**src/rtl/uart_bridge_pkg.sv**
```systemverilog
// Shared definitions for the uart_bridge CPU front end: register map,
// status bit positions and FSM state types.
package uart_bridge_pkg;

    localparam logic REG_DATA   = 1'b0;
    localparam logic REG_STATUS = 1'b1;

    localparam int unsigned ST_TX_FULL      = 0;
    localparam int unsigned ST_RX_NOT_EMPTY = 1;
    localparam int unsigned ST_TX_EMPTY     = 2;
    localparam int unsigned ST_RX_FULL      = 3;
    localparam int unsigned ST_TX_OVERFLOW  = 4;
    localparam int unsigned ST_RX_COUNT_LSB = 8;
    localparam int unsigned ST_TX_COUNT_LSB = 16;

    typedef enum logic [1:0] {T_IDLE, T_LAUNCH, T_GUARD, T_WAIT} tx_state_t;
    typedef enum logic [1:0] {R_IDLE, R_ACK, R_SETTLE} rx_state_t;

endpackage

```
**src/rtl/sync_fifo.sv**
```systemverilog
// Single-clock FIFO with combinational head and occupancy count.
// Full/empty are judged on pre-edge state; simultaneous push and pop are both honoured.
module sync_fifo #(
    parameter  int unsigned WIDTH = 8,
    parameter  int unsigned DEPTH = 16,
    localparam int unsigned CW    = $clog2(DEPTH) + 1
) (
    input  logic             clk,
    input  logic             reset_i,
    input  logic             push,
    input  logic             pop,
    input  logic [WIDTH-1:0] din,
    output logic [WIDTH-1:0] dout,
    output logic             full,
    output logic             empty,
    output logic [CW-1:0]    count
);
    localparam int unsigned AW = $clog2(DEPTH);

    logic [WIDTH-1:0] mem [DEPTH];
    logic [AW-1:0]    wr_ptr;
    logic [AW-1:0]    rd_ptr;
    logic             do_push;
    logic             do_pop;

    assign full    = (count == CW'(DEPTH));
    assign empty   = (count == '0);
    assign do_push = push && !full;
    assign do_pop  = pop && !empty;
    assign dout    = mem[rd_ptr];

    always_ff @(posedge clk) begin
        if (reset_i) begin
            wr_ptr <= '0;
            rd_ptr <= '0;
            count  <= '0;
        end else begin
            if (do_push) wr_ptr <= wr_ptr + 1'b1;
            if (do_pop)  rd_ptr <= rd_ptr + 1'b1;
            case ({do_push, do_pop})
                2'b10:   count <= count + 1'b1;
                2'b01:   count <= count - 1'b1;
                default: count <= count;
            endcase
        end
    end

    always_ff @(posedge clk) begin
        if (do_push) mem[wr_ptr] <= din;
    end

endmodule

```
**src/rtl/uart_bridge.sv**
```systemverilog
// Buffered CPU front end for the uart core: TX FIFO drained through wr/busy,
// RX FIFO filled through valid/rd, edge-qualified CPU strobes.
module uart_bridge #(
    parameter  int unsigned DEPTH = 16,
    localparam int unsigned CW    = $clog2(DEPTH) + 1
) (
    input  logic        clk,
    input  logic        reset_i,
    input  logic        cpu_wr_i,
    input  logic        cpu_rd_i,
    input  logic        cpu_reg_i,
    input  logic [7:0]  cpu_data_i,
    output logic [31:0] cpu_data_o,
    output logic [7:0]  uart_tx_data_o,
    output logic        uart_wr_o,
    input  logic        uart_busy_i,
    input  logic [7:0]  uart_rx_data_i,
    input  logic        uart_valid_i,
    output logic        uart_rd_o,
    output logic        irq_o
);
    import uart_bridge_pkg::*;

    logic          wr_q, rd_q, wr_edge, rd_edge, status_rd;
    logic          tx_push, tx_pop, tx_full, tx_empty;
    logic          rx_push, rx_pop, rx_full, rx_empty;
    logic [7:0]    tx_head, rx_head;
    logic [CW-1:0] tx_count, rx_count;
    logic          tx_overflow;
    logic [31:0]   status;
    tx_state_t     tx_state, tx_next;
    rx_state_t     rx_state, rx_next;

    // A held strobe counts once: act only on the low-to-high transition.
    assign wr_edge   = cpu_wr_i && !wr_q;
    assign rd_edge   = cpu_rd_i && !rd_q;
    assign tx_push   = wr_edge && (cpu_reg_i == REG_DATA);
    assign rx_pop    = rd_edge && (cpu_reg_i == REG_DATA);
    assign status_rd = rd_edge && (cpu_reg_i == REG_STATUS);

    sync_fifo #(.WIDTH(8), .DEPTH(DEPTH)) u_tx_fifo (
        .clk(clk), .reset_i(reset_i), .push(tx_push), .pop(tx_pop), .din(cpu_data_i),
        .dout(tx_head), .full(tx_full), .empty(tx_empty), .count(tx_count)
    );

    sync_fifo #(.WIDTH(8), .DEPTH(DEPTH)) u_rx_fifo (
        .clk(clk), .reset_i(reset_i), .push(rx_push), .pop(rx_pop), .din(uart_rx_data_i),
        .dout(rx_head), .full(rx_full), .empty(rx_empty), .count(rx_count)
    );

    always_ff @(posedge clk) begin
        if (reset_i) begin
            wr_q           <= 1'b0;
            rd_q           <= 1'b0;
            tx_overflow    <= 1'b0;
            irq_o          <= 1'b0;
            uart_tx_data_o <= '0;
            tx_state       <= T_IDLE;
            rx_state       <= R_IDLE;
        end else begin
            wr_q     <= cpu_wr_i;
            rd_q     <= cpu_rd_i;
            irq_o    <= !rx_empty;
            tx_state <= tx_next;
            rx_state <= rx_next;
            if (tx_pop) uart_tx_data_o <= tx_head;
            // A fresh drop wins over a same-cycle status read clearing the flag.
            if (tx_push && tx_full) tx_overflow <= 1'b1;
            else if (status_rd)     tx_overflow <= 1'b0;
        end
    end

    always_comb begin
        tx_next   = tx_state;
        tx_pop    = 1'b0;
        uart_wr_o = 1'b0;
        unique case (tx_state)
            T_IDLE: begin
                if (!tx_empty && !uart_busy_i) begin
                    tx_pop  = 1'b1;
                    tx_next = T_LAUNCH;
                end
            end
            T_LAUNCH: begin
                uart_wr_o = 1'b1;
                tx_next   = T_GUARD;
            end
            T_GUARD: tx_next = T_WAIT;
            T_WAIT:  if (!uart_busy_i) tx_next = T_IDLE;
            default: tx_next = T_IDLE;
        endcase
    end

    always_comb begin
        rx_next   = rx_state;
        rx_push   = 1'b0;
        uart_rd_o = 1'b0;
        unique case (rx_state)
            R_IDLE: begin
                if (uart_valid_i && !rx_full) begin
                    rx_push = 1'b1;
                    rx_next = R_ACK;
                end
            end
            R_ACK: begin
                uart_rd_o = 1'b1;
                rx_next   = R_SETTLE;
            end
            R_SETTLE: rx_next = R_IDLE;
            default:  rx_next = R_IDLE;
        endcase
    end

    always_comb begin
        status                              = '0;
        status[ST_TX_FULL]                  = tx_full;
        status[ST_RX_NOT_EMPTY]             = !rx_empty;
        status[ST_TX_EMPTY]                 = tx_empty;
        status[ST_RX_FULL]                  = rx_full;
        status[ST_TX_OVERFLOW]              = tx_overflow;
        status[ST_RX_COUNT_LSB +: CW]       = rx_count;
        status[ST_TX_COUNT_LSB +: CW]       = tx_count;
        if (cpu_reg_i == REG_STATUS) cpu_data_o = status;
        else if (rx_empty)           cpu_data_o = '0;
        else                         cpu_data_o = {24'd0, rx_head};
    end

endmodule

```
**config.mk**
```make
export PLATFORM = sky130hd
export DESIGN_NAME = uart_bridge
export DESIGN_NICKNAME = d
export VERILOG_FILES = /design/src/rtl/uart_bridge_pkg.sv /design/src/rtl/sync_fifo.sv /design/src/rtl/uart_bridge.sv
export SDC_FILE = /design/constraint.sdc
export NUM_CORES = 1
export LEC_CHECK = 0
export ABC_CLOCK_PERIOD_IN_PS = 5000
export CORE_UTILIZATION = 35
export DETAILED_ROUTE_END_ITERATION = 8
export SETUP_SLACK_MARGIN = 0.05
export SYNTH_ARGS = -nofsm -noshare
export SYNTH_HDL_FRONTEND = slang
export SYNTH_HIERARCHICAL = 1
export SYNTH_SLANG_ARGS = --single-unit
```
**constraint.sdc**
```tcl
create_clock -name clk -period 5 [get_ports clk]
set_clock_uncertainty 0.05 [all_clocks]
set_input_delay 0.75 -clock clk [delete_from_list [all_inputs] [get_ports clk]]
set_output_delay 0.75 -clock clk [all_outputs]
set_load 0.01 [all_outputs]
```
==> summary.txt, run 1 <==
Placement
  – Port Buffers: 51
  – Hpwl dp: 16.2 mm
  – Placed instance area: 13800 µm²
  – GP Congestion: 0.735

Yosys
  – Area leader, netlist: edfxtp_1
  – Adder-cell share of the synthesized area: 2.04%
  – Top-area cell type share of the netlist area: 59.8%
  – Post-synthesis mux area share: 16.9%
  – Post-synth EDFFs: 256
  – Syn Inst Count: 709
  – Register area share after synthesis: 67.5%
  – Synth Flop Type: edfxtp_1
  – Synth Warn #: 6
  – Largest family of logic cells by synthesized area: multiplexers
  – Mean Syn Cell Area: 18.1 µm²
  – Flop and latch count out of synthesis: 306
  – Compound-Gate Fraction of Synth Area: 3.30%
  – Synthesized area: 12900 µm²
  – Largest cells by area after synthesis: edfxtp_1 60%, mux4_1 11%, dfxtp_1 7.8%
  – Post-synthesis xor/xnor area fraction: 1.09%
  – Simple-Gate Fraction of Synth Area: 5.96%
  – Unique masters post-synth: 49
  – Async SR Flop Fraction: 0%

Flow run
  – Total of max-cap violations: 0

GRT
  – Largest net degree at the start of global routing: 37
  – Overflow after GRT: 0
  – Vias in the first global route: 6457
  – Global-route wire length before repair: 39.1 mm
  – Initial antenna violation count: 1
  – All-Layer GR Usage: 13.9%

Floorplanning
  – Top Ports: 66
  – DIE WIDTH: 194 µm
  – Initial core utilization: 35.9%
  – Die H: 194 µm
  – Floorplan core area: 35800 µm²
  – # rows: 69
  – Die area: 37500 µm²

STA
  – Final Setup Violations: 0
  – Crit path time final: 4200 ps
  – Achievable Freq: 238 MHz
  – Hold Fails Final Rpt: 0
  – Fin Hold WS: 443 ps
  – Slew @ Worst Pin: 1200 ps
  – Slew Limit Fails: 0
  – Tcrit/Tclk final: 84.0%
  – Setup TNS Final: 0 ps
  – RSZ-0062 raised after global routing: false
  – Max-slew headroom: 19.8%

Power and ir drop
  – Clock power frac: 38.9%
  – Power Total: 6.22 mW
  – VDD IR max: 0.000217 V
  – Pwr dens: 419 nW/µm²
  – Reg power frac: 47.5%
  – Combinational power share: 13.6%
  – Internal power: 4.72 mW
  – Psw: 1.50 mW
  – Sw Share: 24.2%
  – Leak Pwr: 4.87 nW

Critical path
  – Worst path arrival time: 3400 ps
  – Critical path type: flop to output pin
  – Critical-path cell list: buf_4 > mux4_1 > mux4_2 > a22o_1 > clkdlybuf4s50_1
  – CP max stage delay: 670 ps
  – Startpoint types: flop
  – Worst path bufs/invs: 2
  – Slowest cell on crit path: dfxtp_2
  – RR Startpoint: u_tx_fifo/count[0]
  – Crit-path max FO: 17
  – Critical Path RT: 4200 ps
  – Family with the most delay on the worst path: multiplexers
  – Worst Setup End Kind: output pin
  – R2R setup slack: 1270 ps

Clock tree
  – Clk_lat worst skew: 520 ps
  – Root Driver: clkbuf_16
  – Clk sinks: 306
  – Cts bufs inserted: 35
  – Hold_buf cts: 0
  – CTS tree: yes
  – PostCTS Resize Cnt: 0
  – CTS max path bufs: 3
  – CTS HTree Levels: 2
  – Worst-path clk slew: 60 ps
  – Post-CTS Setup Repair Bufs: 0

Cells and area
  – Layout cells sized above 1: 13.6%
  – Final Cell Area: 14900 µm²
  – Antenna fix cells: 0
  – Fillers: 3157
  – Final Net Count: 815
  – Area Overhead vs Synth: 15.6%

Route
  – Drt via density: 5.15
  – DRT iter0 DRCs: 599
  – Routed length per instance: 20.6 µm
  – Final WL: 25.9 mm
  – Drt pass-1 iters: 5
  – DRC: 0
  – Via count: 6479
  – Post-route ant nets: 0

Status
  – Status: complete, no violations

Hold path
  – Type of the worst min-delay path: flop to flop
  – Worst hold start: uart_tx_data_o[6]
[through the flow]
| stage | setup WS, ps | std cells | utilization [%] |
|---|---|---|---|
| finish | 799 | 1258 | 41.5 |
| global route | 700 | 1258 | 41.5 |
| CTS | 733 | 1258 | 41.5 |
| detailed placement | 1170 | 1195 | 38.4 |
| global placement | 1240 | 1195 | 38.4 |
| floorplan | 1620 | 722 | - |
[area by class of cell]
class	instances	area, µm²	area share [%]
Clock buffer	43	940	6.32
Clock inverter	20	163	1.09
Inverter	16	62.6	0.421
Multi-Input combinational cell	346	3820	25.7
Sequential cell	306	8690	58.5
Tap cell	461	577	3.88
Timing Repair Buffer	66	618	4.16
[Yosys cell counts, drive strengths merged (3+ instances only)]
| master | number |
|---|---|
| nor2b | 7 |
| nor2 | 65 |
| clkbuf | 18 |
| or4 | 6 |
| nand2 | 12 |
| buf | 36 |
| mux4 | 80 |
| nor4b | 3 |
| nor3b | 3 |
| a21oi | 7 |
| inv | 14 |
| nand2b | 9 |
| o211ai | 8 |
| ha | 21 |
| mux2i | 16 |
| o21a | 11 |
| xor2 | 14 |
| nor3 | 14 |
| a22oi | 5 |
| and2 | 13 |
| nand3b | 7 |
| edfxtp | 256 |
| dfxtp | 50 |
| a22o | 4 |
[worst paths after layout]
kind | endpoint | cells past startpoint
max | cpu_data_o[4] | 5
min | uart_tx_data_o[6] | 2
max reg2reg | u_tx_fifo/count[2] | 12
min reg2reg | uart_tx_data_o[6] | 2
[logic make-up (layout without fill, tap and decap cells)]
kind of cell | after synthesis | count (layout)
muxes | 96 | 96
DFF | 306 | 306
xor gates and xnor gates | 16 | 16
and+or+nand+nor | 149 | 149
buffers and inverters | 70 | 145
AOI/OAI and AO/OA | 50 | 50
other | 1 | 14
adders and majority gates | 21 | 21
[flip-flops by register name (all words and copies together) (netlist names), named ones only]
signal            cells
wr_q                  1
uart_tx_data_o        8
u_tx_fifo/count       5
u_tx_fifo/rd_ptr      4
tx_state              2
u_rx_fifo/wr_ptr      4
irq_o                 1
u_tx_fifo/mem       128
rx_state              2
tx_overflow           1
u_rx_fifo/count       5
u_tx_fifo/wr_ptr      4
u_rx_fifo/mem       128
rd_q                  1
u_rx_fifo/rd_ptr      4
[power by group through the flow]
| stage | combinational, mW | sequential (mW) | clock (mW) |
|---|---|---|---|
| after floorplan | 0.617 | 2.96 | 0 |
| after global placement | 0.844 | 3.01 | 0 |
| after detailed placement | 0.854 | 3.01 | 0 |
| after CTS | 0.857 | 2.96 | 2.47 |
| after global routing | 0.925 | 2.97 | 2.57 |
| final | 0.847 | 2.96 | 2.42 |
[cell usage in the layout (no fill, tap or decap), types with 15 or more instances in the layout]
cell,instances
edfxtp_1,256
nor2_1,65
mux4_1,56
clkdlybuf4s50_1,50
dfxtp_1,47
clkbuf_16,36
mux4_2,24
ha_1,21
mux2i_1,16
buf_4,15
[worst register-to-register path: stages, from the launching register on]
cell,delay [ps]
dfxtp_1,370
or4_1,720
nor2_1,480
nor3b_2,100
buf_4,240
o21ai_4,130
inv_1,70
ha_1,340
xor2_1,210
ha_1,230
o21a_1,200
or4_1,390
a21oi_1,140
[routing by layer]
layer,up-vias,GRT usage (%),part of all wire [%]
li1,2947,-,-
met1,3275,19.0,45
met2,192,22.1,46
met3,63,2.33,5.2
met4,2,5.45,3.2
met5,-,0,0.043
(Power assumes the default switching activity.)
==> run 2: changes to the inputs <==
- ABC_CLOCK_PERIOD_IN_PS: 5000 -> 3400
- clock period: 5 -> 3.4 ns (I/O delays scaled with it)
==> run 2 against run 1 <==
Largest power group unchanged. First-iteration DRC count down 30%. Critical path depth up 2. Combinational power up 68%. Total power rose by 50%. Core utilization grew 1.2 points. Worst setup slack worse by 670 ps. Via count rose by 0.99%. Clock power increased by 49%. Count of clock-buffer cells in the layout is the same.
==> summary.txt, run 2 (synthesized netlist as in run 1, its figures left out) <==
Cells and area
  – Final Net Count: 864
  – Commonest non-fill, non-tap cell in the layout: edfxtp_1
  – Fin util: 42.7%
  – Top flop regs: u_rx_fifo/mem x128, u_tx_fifo/mem x128, uart_tx_data_o x8
  – Layout cells sized above 1: 19.2%
  – Most frequent cells in the layout: 256 x edfxtp_1, 65 x nor2_1, 61 x buf_4
  – Fillers: 3060
  – Area Overhead vs Synth: 19.0%

Floorplanning
  – DIE WIDTH: 194 µm
  – Initial core utilization: 35.9%
  – Floorplan core area: 35800 µm²
  – # rows: 69
  – Top Ports: 66
  – Die area: 37500 µm²
  – Die H: 194 µm

Clock tree
  – Root Driver: clkbuf_16
  – CTS HTree Levels: 2
  – Worst-path clk slew: 60 ps
  – CTS max path bufs: 3
  – Clk_lat worst skew: 520 ps
  – Clk sinks: 306
  – CTS tree: yes
  – Hold_buf cts: 0
  – Cts bufs inserted: 34

Power and ir drop
  – VDD IR max: 0.000337 V
  – Leak Pwr: 5.21 nW
  – Pwr dens: 609 nW/µm²

Critical path
  – Critical path type: flop to output pin
  – Critical Path RT: 2840 ps
  – Worst path arrival time: 2710 ps
  – Crit-path max FO: 7
  – R2R setup slack: 460 ps
  – FF-to-FF End: u_tx_fifo/count[4]
  – RR Startpoint: u_tx_fifo/count[0]
  – Worst Setup End Kind: output pin
  – Startpoint types: flop
  – Worst reg2reg path depth: 10

GRT
  – Overflow after GRT: 0
  – Vias in the first global route: 6551
  – Global-route wire length before repair: 39.2 mm
  – All-Layer GR Usage: 13.8%
  – Initial antenna violation count: 0
  – Largest net degree at the start of global routing: 41

STA
  – RSZ-0062 raised after global routing: false
  – Hold Fails Final Rpt: 0
  – Final Setup Violations: 0
  – Slew Limit Fails: 0
  – Crit path time final: 3270 ps
  – Tcrit/Tclk final: 96.2%
  – Fin Hold WS: 448 ps
  – Slew @ Worst Pin: 758 ps
  – Setup WS post-layout: 130 ps
  – Max-slew headroom: 49.5%
  – Achievable Freq: 306 MHz

Route
  – Via count: 6543
  – Post-route ant nets: 0
  – Final WL: 26.2 mm
  – Drt pass-1 iters: 4
  – DRC: 0
  – Drt via density: 5.01
  – Routed length per instance: 20.0 µm
  – DRT iter0 DRCs: 417

Hold path
  – Type of the worst min-delay path: flop to flop
  – Worst hold path stage count: 2
  – Hold Path Sink: uart_tx_data_o[7]
  – Worst hold start: uart_tx_data_o[7]

Placement
  – Port Buffers: 51
  – Post-Place Worst Slack: 309 ps
  – Hpwl dp: 16.2 mm
  – GP Congestion: 0.754

Flow run
  – Total of max-cap violations: 0

Status
  – Status: complete, no violations
[run 2: what timing repair did]
item / in CTS / in global routing
pin swaps: 0 / 0
resized for setup: 8 / 15
gates cloned: 1 / 1
buffers inserted: 0 / 11
setup endpoints to repair: 8 / 5
[run 2: how the worst max path moves through the flow]
stage               depth (start not counted)       from                  to  slack [ps]
CTS                                         5       flop       cpu_data_o[0]        -100
floorplan                                  12  cpu_reg_i  u_rx_fifo/count[2]         260
global placement                           12  cpu_reg_i  u_rx_fifo/count[2]         360
finish                                      7       flop       cpu_data_o[1]         130
global route                                6       flop       cpu_data_o[4]          70
detailed placement                          9  cpu_reg_i  u_tx_fifo/count[4]         310
[run 2: critical path, stage by stage (launching register included)]
cell and delay (ps):
dfxtp_4 410, clkbuf_16 180, buf_4 110, mux4_1 550, mux4_2 540, nor2_1 110
nor2_1 50, clkdlybuf4s15_1 230
[run 2: cell type report]
cell class | count | area [µm²] | share of cell area [%]
well taps | 461 | 577 | 3.77
flip-flops and latches | 306 | 8690 | 56.8
multi-input cells | 346 | 3790 | 24.8
inverters | 16 | 62.6 | 0.409
diodes | 1 | 2.50 | 0.0163
clock inverters | 17 | 221 | 1.45
clock buffers | 43 | 895 | 5.84
repair buffers | 116 | 1070 | 6.98
[run 2: layer usage]
layer	up-vias	track usage (%)	share of wire [%]
met5	-	0	0
met3	47	2.30	3.8
li1	3025	-	-
met1	3339	18.4	46
met4	0	4.74	2.4
met2	132	23.0	48
[run 2: report_power, final]
| part | internal [mW] | switching (mW) |
|---|---|---|
| combinational | 0.713 | 0.708 |
| sequential | 4.20 | 0.0998 |
| clock | 2.13 | 1.47 |
[run 2: stage by stage]
step	instances	TNS [ps]	power, mW	cell area, µm²
after CTS	1293	-387	9.37	15200
after floorplan	722	0	5.26	12900
after detailed placement	1232	0	5.74	14100
final	1306	0	9.32	15300
after global routing	1305	0	9.70	15300
after global placement	1232	0	5.73	14100
==> run 3: changes to the inputs <==
- CAP_MARGIN: unset -> 15
- CELL_PAD_IN_SITES_DETAIL_PLACEMENT: unset -> 2
- CELL_PAD_IN_SITES_GLOBAL_PLACEMENT: unset -> 2
- PLACE_DENSITY_LB_ADDON: unset -> 0.1
==> run 3 against run 2 <==
Sequential share of layout area is essentially flat. Die area is the same. Non-clock buffer count is 10 lower. Register-to-register slack got worse by 30 ps. Via count grew 2.4%. Final area is essentially flat. Core utilization barely moved. Critical path depth down 1. Critical endpoint is now cpu_data_o[2]. Largest cell class unchanged. Largest power group unchanged.
==> summary.txt, run 3 (synthesized netlist as in run 1, its figures left out) <==
Critical path
  – CP max stage delay: 480 ps
  – Crit-path max FO: 12
  – Critical Path RT: 2840 ps
  – Startpoint types: flop
  – Slowest cell on crit path: mux4_2
  – Critical path type: flop to output pin
  – Critical-path cell list: buf_16 > buf_8 > mux4_2 > mux4_2 > a22o_2 > dlygate4sd2_1
  – Most Frequent Cell on Critical Path: mux4_2
  – Worst Setup End Kind: output pin
  – Worst path arrival time: 2760 ps

Power and ir drop
  – Leak Pwr: 5.14 nW
  – VDD IR max: 0.000414 V
  – Pwr dens: 632 nW/µm²
  – Power Total: 9.68 mW

Route
  – Routed length per instance: 23.7 µm
  – Drt via density: 5.15
  – Final WL: 30.8 mm
  – Post-route ant nets: 0
  – DRT iter0 DRCs: 336
  – Drt pass-1 iters: 4
  – DRC: 0
  – Via count: 6698

Placement
  – Placed Cells: 1231
  – GP Congestion: 0.752
  – Port Buffers: 51
  – Hpwl dp: 20.8 mm

STA
  – Achievable Freq: 301 MHz
  – Crit path time final: 3320 ps
  – Tcrit/Tclk final: 97.6%
  – Setup TNS Final: 0 ps
  – RSZ-0062 raised after global routing: true
  – Final Setup Violations: 0
  – Max-slew headroom: 42.6%
  – Hold Fails Final Rpt: 0
  – Slew Limit Fails: 0
  – Slew @ Worst Pin: 861 ps

Floorplanning
  – Die area: 37500 µm²
  – # rows: 69
  – Top Ports: 66
  – Floorplan core area: 35800 µm²
  – DIE WIDTH: 194 µm
  – Die H: 194 µm
  – Initial core utilization: 35.9%

Clock tree
  – Worst-path clk slew: 60 ps
  – Clk_lat worst skew: 540 ps
  – Cts bufs inserted: 36
  – Clk sinks: 306
  – Hold_buf cts: 0
  – Root Driver: clkbuf_16
  – CTS tree: yes
  – CTS max path bufs: 3
  – CTS HTree Levels: 2

Cells and area
  – Commonest non-fill, non-tap cell in the layout: edfxtp_1
  – Layout cells sized above 1: 18.6%
  – Area Overhead vs Synth: 19.0%
  – Final Net Count: 856
  – Most frequent cells in the layout: 256 x edfxtp_1, 65 x nor2_1, 49 x dfxtp_1, 49 x buf_4, 48 x mux4_1
  – Non-filler cells, final: 1300
  – Antenna fix cells: 0
  – Top flop regs: u_rx_fifo/mem x128, u_tx_fifo/mem x128, uart_tx_data_o x8

Status
  – Status: complete, no violations

GRT
  – Initial antenna violation count: 0
  – Overflow after GRT: 0
  – Vias in the first global route: 7526
  – All-Layer GR Usage: 16.9%
  – Global-route wire length before repair: 47.6 mm
  – Largest net degree at the start of global routing: 46

Flow run
  – Total of max-cap violations: 0

Hold path
  – Type of the worst min-delay path: flop to flop
-- run 3: final timing paths --
path / start / end / slack (ps) / cells past startpoint
max: flop / cpu_data_o[2] / 80 / 6
min: uart_tx_data_o[2] / uart_tx_data_o[2] / 450 / 2
max reg2reg: u_tx_fifo/count[0] / u_tx_fifo/count[2] / 430 / 10
min reg2reg: uart_tx_data_o[2] / uart_tx_data_o[2] / 450 / 2
-- run 3: layout make-up --
class / instances / area [µm²]
clock buffers: 45 / 956
repair buffers: 106 / 998
flip-flops and latches: 306 / 8690
fillers: 3342 / 20500
well taps: 461 / 577
multi-input cells: 346 / 3790
clock inverters: 20 / 234
inverters: 16 / 62.6
-- run 3: metal layers --
metal	wire length [µm]	track usage (%)
met1	13100	20.9
met2	16200	30.3
met3	1010	2.85
met4	588	4.83
met5	0	0
-- run 3: per-stage QoR --
step	setup WS (ps)	utilization (%)	instance area, µm²	hold WS, ps
after floorplan	263	-	12900	416
final	80.9	42.7	15300	448
after CTS	40.6	42.7	15300	461
after detailed placement	189	39.3	14100	447
after global placement	293	39.3	14100	426
after global routing	15.0	42.7	15300	490
-- run 3: timing repair --
action,4_1_cts,5_1_grt
buffers inserted,1,1
gates cloned,2,0
setup endpoints to repair,8,6
resized for setup,22,3
-- run 3: power breakdown --
group          internal, mW  switching (mW)  total (mW)
registers              4.20           0.109        4.31
clock network          2.38            1.51        3.89
logic                 0.696           0.781        1.48
-- run 3: critical path: cells and delay by family, from the launching register on --
family	cells	cell delay (ps)
mux	2	960
buf+inv	3	590
flops	1	430
compound gates	1	240
